[src/rtl/memoria_programa_if.sv]
// Bus between the fetch stage and the program memory.
//
// Purpose : groups the load stream, the fetch request and the fetch response
//           of memoria_programa into one bundle.
// Modports:
//   master - the load/fetch side: drives carga_* and leitura_req/endereco, and
//            observes the response and status outputs.
//   slave  - memoria_programa itself.
// Signals :
//   carga_inicio      start (or restart) a program load, single-cycle pulse
//   carga_valido      carga_dado holds a word to store
//   carga_dado        word written at the current load pointer
//   carga_fim         last word of the program (may coincide with carga_valido)
//   carga_pronto      memory accepts load words
//   leitura_req       fetch request
//   endereco          fetch address
//   instrucao         fetched word, registered
//   instrucao_valida  instrucao carries a response this cycle
//   fora_limite       this cycle's response addressed beyond the loaded program
//   executando        memory is in the execution state
//   tamanho           number of words in the loaded program
interface memoria_programa_if #(
  parameter int unsigned LARGURA_DADO = 8,
  parameter int unsigned LARGURA_END  = 8
) ();

  logic                    carga_inicio;
  logic                    carga_valido;
  logic [LARGURA_DADO-1:0] carga_dado;
  logic                    carga_fim;
  logic                    carga_pronto;
  logic                    leitura_req;
  logic [LARGURA_END-1:0]  endereco;
  logic [LARGURA_DADO-1:0] instrucao;
  logic                    instrucao_valida;
  logic                    fora_limite;
  logic                    executando;
  logic [LARGURA_END:0]    tamanho;

  modport master (
    output carga_inicio,
    output carga_valido,
    output carga_dado,
    output carga_fim,
    output leitura_req,
    output endereco,
    input  carga_pronto,
    input  instrucao,
    input  instrucao_valida,
    input  fora_limite,
    input  executando,
    input  tamanho
  );

  modport slave (
    input  carga_inicio,
    input  carga_valido,
    input  carga_dado,
    input  carga_fim,
    input  leitura_req,
    input  endereco,
    output carga_pronto,
    output instrucao,
    output instrucao_valida,
    output fora_limite,
    output executando,
    output tamanho
  );

endinterface

[src/rtl/memoria_programa.sv]
// Loadable program memory for the fetch stage.
//
// Purpose : a clocked RAM filled at run time through a word-stream load port
//           and then served to the fetch unit through a registered read port
//           with one cycle of latency. The loaded program length is kept in
//           tamanho so fetches past the end of the program can be flagged.
// Ports   :
//   clock  - single clock, all state updates on the rising edge
//   reset  - asynchronous, active-high; clears control state and outputs,
//            array contents are kept
//   bus    - memoria_programa_if.slave: load stream, fetch request/response,
//            status (carga_pronto, executando, tamanho)
// Options :
//   MEMORIA_LIMITE_EN - when defined, reads at endereco >= tamanho return 0
//                       with fora_limite=1; when undefined there is no bound
//                       comparator and fora_limite is tied to 0.
module memoria_programa #(
  parameter int unsigned LARGURA_DADO = 8,
  parameter int unsigned LARGURA_END  = 8
) (
  input logic               clock,
  input logic               reset,
  memoria_programa_if.slave bus
);

  localparam int unsigned Profundidade = 2 ** LARGURA_END;

  typedef enum logic [1:0] {
    StOcioso   = 2'd0,
    StCarga    = 2'd1,
    StExecucao = 2'd2
  } estado_e;

  // Storage: no reset, contents survive reset and reloads.
  logic [LARGURA_DADO-1:0] r_mem [Profundidade];

  estado_e                 r_estado_q, w_estado_d;
  logic [LARGURA_END:0]    r_tamanho_q, w_tamanho_d;
  logic [LARGURA_DADO-1:0] r_instrucao_q;
  logic                    r_valida_q;
  logic                    r_fora_q;

  logic                    w_escreve;
  logic [LARGURA_END-1:0]  w_ponteiro;
  logic                    w_ultimo;
  logic                    w_leitura;
  logic                    w_fora;
  logic [LARGURA_DADO-1:0] w_dado_lido;

  // While loading, tamanho never exceeds Profundidade-1, so its low bits are
  // the load pointer; no separate pointer register is needed.
  assign w_ponteiro = r_tamanho_q[LARGURA_END-1:0];
  assign w_ultimo   = (w_ponteiro == {LARGURA_END{1'b1}});

  // Next-state and load control.
  always_comb begin
    w_estado_d  = r_estado_q;
    w_tamanho_d = r_tamanho_q;
    w_escreve   = 1'b0;

    unique case (r_estado_q)
      StOcioso: begin
        if (bus.carga_inicio) begin
          w_estado_d  = StCarga;
          w_tamanho_d = '0;
        end
      end

      StCarga: begin
        if (bus.carga_inicio) begin
          // Restart: any word presented in the same cycle is discarded.
          w_tamanho_d = '0;
        end else begin
          if (bus.carga_valido) begin
            w_escreve   = 1'b1;
            w_tamanho_d = r_tamanho_q + {{LARGURA_END{1'b0}}, 1'b1};
            // Filling the last address ends the load; no wrap-around.
            if (w_ultimo) begin
              w_estado_d = StExecucao;
            end
          end
          if (bus.carga_fim) begin
            w_estado_d = StExecucao;
          end
        end
      end

      StExecucao: begin
        if (bus.carga_inicio) begin
          w_estado_d  = StCarga;
          w_tamanho_d = '0;
        end
      end

      default: begin
        w_estado_d  = StOcioso;
        w_tamanho_d = '0;
      end
    endcase
  end

  // A read issued together with carga_inicio is dropped.
  assign w_leitura = (r_estado_q == StExecucao) && bus.leitura_req && !bus.carga_inicio;

`ifdef MEMORIA_LIMITE_EN
  always_comb begin
    w_fora      = ({1'b0, bus.endereco} >= r_tamanho_q);
    w_dado_lido = w_fora ? '0 : r_mem[bus.endereco];
  end
`else
  always_comb begin
    w_fora      = 1'b0;
    w_dado_lido = r_mem[bus.endereco];
  end
`endif

  // Control state and registered read response.
  always_ff @(posedge clock or posedge reset) begin
    if (reset) begin
      r_estado_q    <= StOcioso;
      r_tamanho_q   <= '0;
      r_instrucao_q <= '0;
      r_valida_q    <= 1'b0;
      r_fora_q      <= 1'b0;
    end else begin
      r_estado_q  <= w_estado_d;
      r_tamanho_q <= w_tamanho_d;
      r_valida_q  <= w_leitura;
      r_fora_q    <= w_leitura & w_fora;
      // Without a request the last fetched word is held.
      if (w_leitura) begin
        r_instrucao_q <= w_dado_lido;
      end
    end
  end

  always_ff @(posedge clock) begin
    if (w_escreve) begin
      r_mem[w_ponteiro] <= bus.carga_dado;
    end
  end

  assign bus.carga_pronto     = (r_estado_q == StCarga);
  assign bus.executando       = (r_estado_q == StExecucao);
  assign bus.tamanho          = r_tamanho_q;
  assign bus.instrucao        = r_instrucao_q;
  assign bus.instrucao_valida = r_valida_q;
  assign bus.fora_limite      = r_fora_q;

endmodule

[src/flat_wrapper.sv]
// flat-port wrapper written by rule: the top's interface ports become plain ports
module memoria_programa_flat 
#(
  parameter int unsigned LARGURA_DADO = 8,
  parameter int unsigned LARGURA_END  = 8
)
  (clock, reset, bus_carga_inicio, bus_carga_valido, bus_carga_dado, bus_carga_fim, bus_leitura_req, bus_endereco, bus_carga_pronto, bus_instrucao, bus_instrucao_valida, bus_fora_limite, bus_executando, bus_tamanho);
  memoria_programa_if #(.LARGURA_DADO(LARGURA_DADO), .LARGURA_END(LARGURA_END)) bus_i ();
  input logic clock;
  input logic reset;
  input wire logic [$bits(bus_i.carga_inicio)-1:0] bus_carga_inicio;
  input wire logic [$bits(bus_i.carga_valido)-1:0] bus_carga_valido;
  input wire logic [$bits(bus_i.carga_dado)-1:0] bus_carga_dado;
  input wire logic [$bits(bus_i.carga_fim)-1:0] bus_carga_fim;
  input wire logic [$bits(bus_i.leitura_req)-1:0] bus_leitura_req;
  input wire logic [$bits(bus_i.endereco)-1:0] bus_endereco;
  output wire logic [$bits(bus_i.carga_pronto)-1:0] bus_carga_pronto;
  output wire logic [$bits(bus_i.instrucao)-1:0] bus_instrucao;
  output wire logic [$bits(bus_i.instrucao_valida)-1:0] bus_instrucao_valida;
  output wire logic [$bits(bus_i.fora_limite)-1:0] bus_fora_limite;
  output wire logic [$bits(bus_i.executando)-1:0] bus_executando;
  output wire logic [$bits(bus_i.tamanho)-1:0] bus_tamanho;
  assign bus_i.carga_inicio = bus_carga_inicio;
  assign bus_i.carga_valido = bus_carga_valido;
  assign bus_i.carga_dado = bus_carga_dado;
  assign bus_i.carga_fim = bus_carga_fim;
  assign bus_i.leitura_req = bus_leitura_req;
  assign bus_i.endereco = bus_endereco;
  assign bus_carga_pronto = bus_i.carga_pronto;
  assign bus_instrucao = bus_i.instrucao;
  assign bus_instrucao_valida = bus_i.instrucao_valida;
  assign bus_fora_limite = bus_i.fora_limite;
  assign bus_executando = bus_i.executando;
  assign bus_tamanho = bus_i.tamanho;
  memoria_programa #(.LARGURA_DADO(LARGURA_DADO), .LARGURA_END(LARGURA_END)) u_core (.clock(clock), .reset(reset), .bus(bus_i));
endmodule
[config.mk]
export PLATFORM = sky130hd
export DESIGN_NAME = memoria_programa_flat
export DESIGN_NICKNAME = d
export VERILOG_FILES = /design/src/rtl/memoria_programa_if.sv /design/src/rtl/memoria_programa.sv /design/src/flat_wrapper.sv
export SDC_FILE = /design/constraint.sdc
export NUM_CORES = 2
export LEC_CHECK = 0
export CAP_MARGIN = 0
export CORE_ASPECT_RATIO = 1.2
export CORE_MARGIN = 2
export CORE_UTILIZATION = 33
export CTS_BUF_LIST = sky130_fd_sc_hd__clkbuf_4 sky130_fd_sc_hd__clkbuf_8 sky130_fd_sc_hd__clkbuf_16
export DETAILED_ROUTE_END_ITERATION = 7
export PLACE_DENSITY_LB_ADDON = 0.08
export SYNTH_ARGS = -nofsm -noshare
export SYNTH_HDL_FRONTEND = slang
export SYNTH_SLANG_ARGS = --single-unit
[constraint.sdc]
create_clock -name clock -period 3.13 [get_ports clock]
set_input_delay 0.4695 -clock clock [delete_from_list [all_inputs] [get_ports clock]]
set_output_delay 0.4695 -clock clock [all_outputs]
set_load 0.03 [all_outputs]
* Word level (Yosys, flattened, before mapping)
Memories as Yosys holds them, arrays and structs flattened. A register that Yosys moved wholly into a read port is not among the register bits.
Index checks and enable logic that the tools add are counted.
** Cells by class
- $add $sub $neg :: 1
- Eq/ne operators :: 8
- Multiplexer cells :: 15
- Reductions and logical operators :: 7
** Operators by type and width (count)
- 9-bit 2-to-1 mux :: 3
- 9-bit one-hot mux with 2 select lines :: 1
- 2-bit 2-to-1 mux :: 5
- 9-bit by 1-bit adder with 9-bit output (second input constant) :: 1
- 8-bit == test (second input constant) :: 1
- 3-bit inequality test (second input constant) :: 2
- 1-bit 2-to-1 mux :: 5
- 2-bit one-hot mux with 2 select lines :: 1
- 4-bit AND reduction :: 1
- 3-bit by 2-bit inequality test with 1-bit output (second input constant) :: 1
- 2-bit by 1-bit == test with 1-bit output (second input constant) :: 1
- 2-bit == test (second input constant) :: 1
- 1-bit logical AND :: 2
- 2-bit zero test :: 1
- 2-bit by 1-bit inequality test with 1-bit output (second input constant) :: 1
- 2-bit inequality test (second input constant) :: 1
- 2-bit AND reduction :: 1
- 2-bit OR reduction :: 1
- 1-bit zero test :: 1
** Storage, ports and cells
- Flip-flop bits (word level) :: 12
- Bits in writable memories :: 2048
- Output and inout bits :: 21
- Word-level logic and storage cells :: 35
- Memories :: 1
** Memory list
- u_core.r_mem :: words 256, width 8, read ports 1, clocked after memory_dff 1, write ports 1, RTL line memoria_programa.sv:35 : logic [LARGURA_DADO-1:0] r_mem [Profundidade];

* Longest topological paths before layout
- Word-level depth :: 6
- Mapped depth :: 13

* Worst setup path before layout
OpenSTA, ideal clock, no wires.
- Path kind :: input to register
- Start :: input bus_endereco[0]
- End :: register u_core.r_instrucao_q[2], in the netlist u_core.bus.instrucao[2] (read register of u_core.r_mem)
- Setup time :: 0.126 ns
- Arrival :: 2.367 ns
- Slack :: 0.637 ns
- Stages :: 11
- Path buffers :: 6
- Path through :: buf_6 -> buf_12 -> buf_12 -> buf_6 -> buf_6 -> buf_6 -> mux4_2 -> a22oi_1 -> nand3_1 -> nand4_1 -> nand3_1
** RTL lines
- start: declaration :: RTL line flat_wrapper.sv:16 : input wire logic [$bits(bus_i.endereco)-1:0] bus_endereco;
- end: declaration :: RTL line memoria_programa.sv:39 : logic [LARGURA_DADO-1:0] r_instrucao_q;

* Worst setup path in the final report
- Start :: register u_core.r_estado_q[0]
- End :: register u_core.r_instrucao_q[2], in the netlist u_core.bus.instrucao[2] (read register of u_core.r_mem)
** On the way
- Word-level cells in the longest chain between the ends :: 3
** Ends and longest elaborated chain
- start: declaration :: RTL line memoria_programa.sv:37 : estado_e r_estado_q, w_estado_d;
- start signal: assignment :: RTL line memoria_programa.sv:120 : r_estado_q <= StOcioso;
- start signal: assignment :: RTL line memoria_programa.sv:126 : r_estado_q <= w_estado_d;
- 2-bit == test :: RTL line memoria_programa.sv:103 : assign w_leitura = (r_estado_q == StExecucao) && bus.leitura_req && !bus.carga_inicio;
- 1-bit logical AND (2 in a row) :: RTL line memoria_programa.sv:103
- named net u_core.w_leitura :: RTL line memoria_programa.sv:46 : logic w_leitura;
The timed path passes the listed nets, and every way through them passes these cells.
A chain may end at the register's enable or synchronous reset.

==> results.json <==
{
  "leakage_nw": 32.1,
  "final_layout_size_suffix_gt1_share_pct": 31.9,
  "cp-end-kind": "flip-flop",
  "synth_top_cell_area_share_pct": 76.1,
  "io_buffer_count": 41,
  "multi_input_area_um2": 17200,
  "cp_max_fo": 7,
  "drtAntennaViolNets": 0,
  "netlist_area_um2": 80800,
  "synth_top_area_cell": "edfxtp_1",
  "grt_util_met1_pct": 25.9,
  "final_core_util_pct": 40.0,
  "path_buf_inv": 4,
  "worstPathRequired_ns": 3.96,
  "top_usage_layer": "met2",
  "grt_start_max_net_pins": 110,
  "p_sw_w": 0.0131,
  "grt_pass1_wl_mm": 348,
  "synth_seq_cells": 2068,
  "skew_ns": 0.0728,
  "drv_cap": 0,
  "p_seq_share_pct": 51.0,
  "grt_setup_unrepaired": "false",
  "fin_nets": 4674,
  "r2r-end": "u_core.bus.instrucao[2]",
  "synth_edf_count": 2048,
  "numCtsBuffers": 224,
  "outcome": "complete, no violations",
  "die_h_um": 546,
  "finalMaxSlewViolations": 0,
  "dr.pass1.iters": 5,
  "route.vias.total": 41200,
  "grtUsageMet2_pct": 34.6,
  "synthArstFlopShare_pct": 0.967,
  "hold_slack_ns": 0.0794,
  "dpl.hpwl_mm": 166,
  "worstPathArrival_ns": 3.76,
  "post_cts_buffers": 0,
  "clockBufferDepth": 4,
  "yosysUniqueCellTypes": 73,
  "clkPwrFrac_pct": 43.5,
  "cts_max_level": 4,
  "critPathTopFamily": "simple AND/OR/NAND/NOR gates",
  "wl_mm": 248,
  "area_delta_synth_final_pct": 20.8,
  "pin_count": 43,
  "synthCells": 3862,
  "start_util_pct": 33.1,
  "drcViolationCount": 0,
  "min_period_ns": 2.93,
  "max_stage_delay_ns": 0.78,
  "p_per_area_nw_per_um2": 614,
  "combPwrFrac_pct": 5.6,
  "fillers": 21900,
  "worst_r2r_startpoint": "u_core.r_estado_q[0]",
  "grt_overflow": 0,
  "cts.sinks": 2068,
  "yosys_warnings": 0,
  "use_met3_pct": 2.35,
  "fin_cells": 8043,
  "slew_headroom_pct": 25.5,
  "swShare_pct": 21.8,
  "ir_drop_mv": 0.403,
  "num_rows": 199,
  "avgSynthCellArea_um2": 20.9,
  "cts_tree": "built",
  "clk_pin_slew_ns": 0.06,
  "slowest_stage": "nor4_1",
  "vias_per_cell": 5.12,
  "drtIter0Drc": 3345,
  "coreArea_um2": 244000,
  "min-delay-start": "bus_carga_dado[2]",
  "setup_viol": 0,
  "hold_viol": 0,
  "whs_path_depth": 1,
  "dp_cells": 7634,
  "crit_chain": "nor2b_1 -> nand3b_1 -> buf_4 -> inv_1 -> nand2_1 -> buf_4 -> nor4_1 -> o21ai_1 -> buf_4 -> nand3_1",
  "r2r_slack_ns": 0.20,
  "gp_congestion": 0.810,
  "worstSkewPairLatency_ns": 0.91,
  "cts_root_buf": "clkbuf_16",
  "cpMostUsedCell": "buf_4",
  "yosysSeqAreaShare_pct": 76.7,
  "ys_top_cells_by_area": "edfxtp_1, mux4_2, mux2i_1, mux4_1, nor2_1",
  "grt_pass1_vias": 43200,
  "worstRegToRegCells": 10,
  "min_path_type": "in2reg",
  "grt_usage_pct": 19.8,
  "area.sequential_um2": 62000,
  "die_w_um": 456,
  "wl_per_cell_um": 30.9,
  "start_kind": "flip-flop",
  "synth_flop_cell": "edfxtp_1",
  "max_slew.worst_pin.slew_ns": 1.12,
  "final.period_utilization_pct": 93.7,
  "dieArea_um2": 249000,
  "hold_end": "u_core.r_mem[149][2]",
  "antenna_found_initial": 4,
  "crit_type": "reg2reg",
  "p_int_w": 0.0469,
  "synth_nets": 3888,
  "clock.fmax_mhz": 341
}
[cells in the mapped netlist, drive strengths merged, types with 14 or more instances]
| library cell | number |
|---|---|
| edfxtp | 2048 |
| mux4 | 443 |
| nor2 | 312 |
| mux2i | 182 |
| buf | 133 |
| clkbuf | 100 |
| nand2 | 82 |
| a22oi | 74 |
| o22ai | 51 |
| a21oi | 47 |
| o221ai | 46 |
| nand3 | 44 |
| o21ai | 41 |
| a221oi | 24 |
| dfrtp | 20 |
| a211oi | 16 |
| nand4 | 15 |
| nor3 | 15 |
| o211ai | 15 |
| nor2b | 14 |
[area by class of cell]
| cell class | count | area share (%) |
|---|---|---|
| well taps | 3216 | 4.12 |
| clock inverters | 135 | 1.19 |
| flip-flops and latches | 2068 | 63.5 |
| repair buffers | 793 | 7.39 |
| multi-input cells | 1553 | 17.6 |
| clock buffers | 268 | 6.10 |
| inverters | 8 | 0.0333 |
| diodes | 2 | 0.00513 |
[power groups by stage]
stage	combinational (W)	sequential, W	clock (W)
2_1_floorplan	0.00147	0.0312	0
6_report	0.00335	0.0306	0.0261
4_1_cts	0.00345	0.0306	0.0267
3_3_place_gp	0.00344	0.0312	0
3_5_place_dp	0.00344	0.0312	0
5_1_grt	0.00357	0.0305	0.0277
[worst max-delay path by stage]
stage                          from                       to  depth (start not counted)  slack (ns)
6_report       u_core.r_estado_q[0]  u_core.bus.instrucao[2]                         10        0.20
5_1_grt        u_core.r_estado_q[0]  u_core.bus.instrucao[2]                         10        0.19
4_1_cts        u_core.r_estado_q[0]  u_core.bus.instrucao[2]                         10        0.11
3_5_place_dp        bus_endereco[2]  u_core.bus.instrucao[2]                         10       -0.64
3_3_place_gp        bus_endereco[2]  u_core.bus.instrucao[2]                         10       -0.63
2_1_floorplan       bus_endereco[0]  u_core.bus.instrucao[2]                         11        0.64
[stage by stage]
step | setup TNS, ns | area, um^2 | total power, W | setup slack (ns)
finish | 0 | 97600 | 0.0600 | 0.197
global route | 0 | 97600 | 0.0618 | 0.191
CTS | 0 | 97600 | 0.0608 | 0.110
detailed placement | -2.89 | 90400 | 0.0346 | -0.645
global placement | -2.94 | 90400 | 0.0346 | -0.634
floorplan | 0 | 80800 | 0.0326 | 0.637
[cells in the final DEF, fill, tap and decap left out, drive strengths merged, types with 16 or more instances in the layout]
master,count
a211oi,16
a21oi,47
a221oi,24
a22oi,74
buf,763
bufinv,20
clkbuf,268
clkdlybuf4s50,26
clkinv,106
dfrtp,20
edfxtp,2048
mux2i,182
mux4,443
nand2,82
nand3,44
nor2,312
o21ai,41
o221ai,46
o22ai,51
[logic make-up after synthesis]
group	Yosys count	share of synthesized area, %
AOI/OAI and AO/OA	376	3.34
xor gates and xnor gates	3	0.0325
adders and majority gates	4	0.0619
buffers and inverters	241	2.06
DFF	2068	76.7
muxes	629	14.9
other	1	0.00464
and+or+nand+nor	540	2.91
[worst reg2reg max path, stage by stage, from the launching register on]
cell and delay (ns):
dfrtp_1 0.43, nor2b_1 0.18, nand3b_1 0.10, buf_4 0.19, inv_1 0.09, nand2_1 0.20, buf_4 0.27, nor4_1 0.78
o21ai_1 0.33, buf_4 0.26, nand3_1 0.07
[state kept, by name, indices dropped and copies added, names as in the netlist]
register,cells
u_core.bus.tamanho,9
u_core.r_mem,2048
u_core.bus.instrucao,8
u_core.bus.instrucao_valida,1
u_core.r_estado_q,2
[routing by layer]
layer | up-vias | part of all wire [%]
met5 | - | 0.0072
met4 | 2 | 2.7
met3 | 305 | 3.7
met2 | 883 | 51
met1 | 22300 | 42
li1 | 17700 | -
[what timing repair did]
| action | CTS | global route |
|---|---|---|
| resized for setup | 0 | 0 |
| hold endpoints to repair | 57 | 0 |
| hold buffers | 4 | 0 |
| setup endpoints to repair | 0 | 0 |
Power figures use the tool's default switching activity.
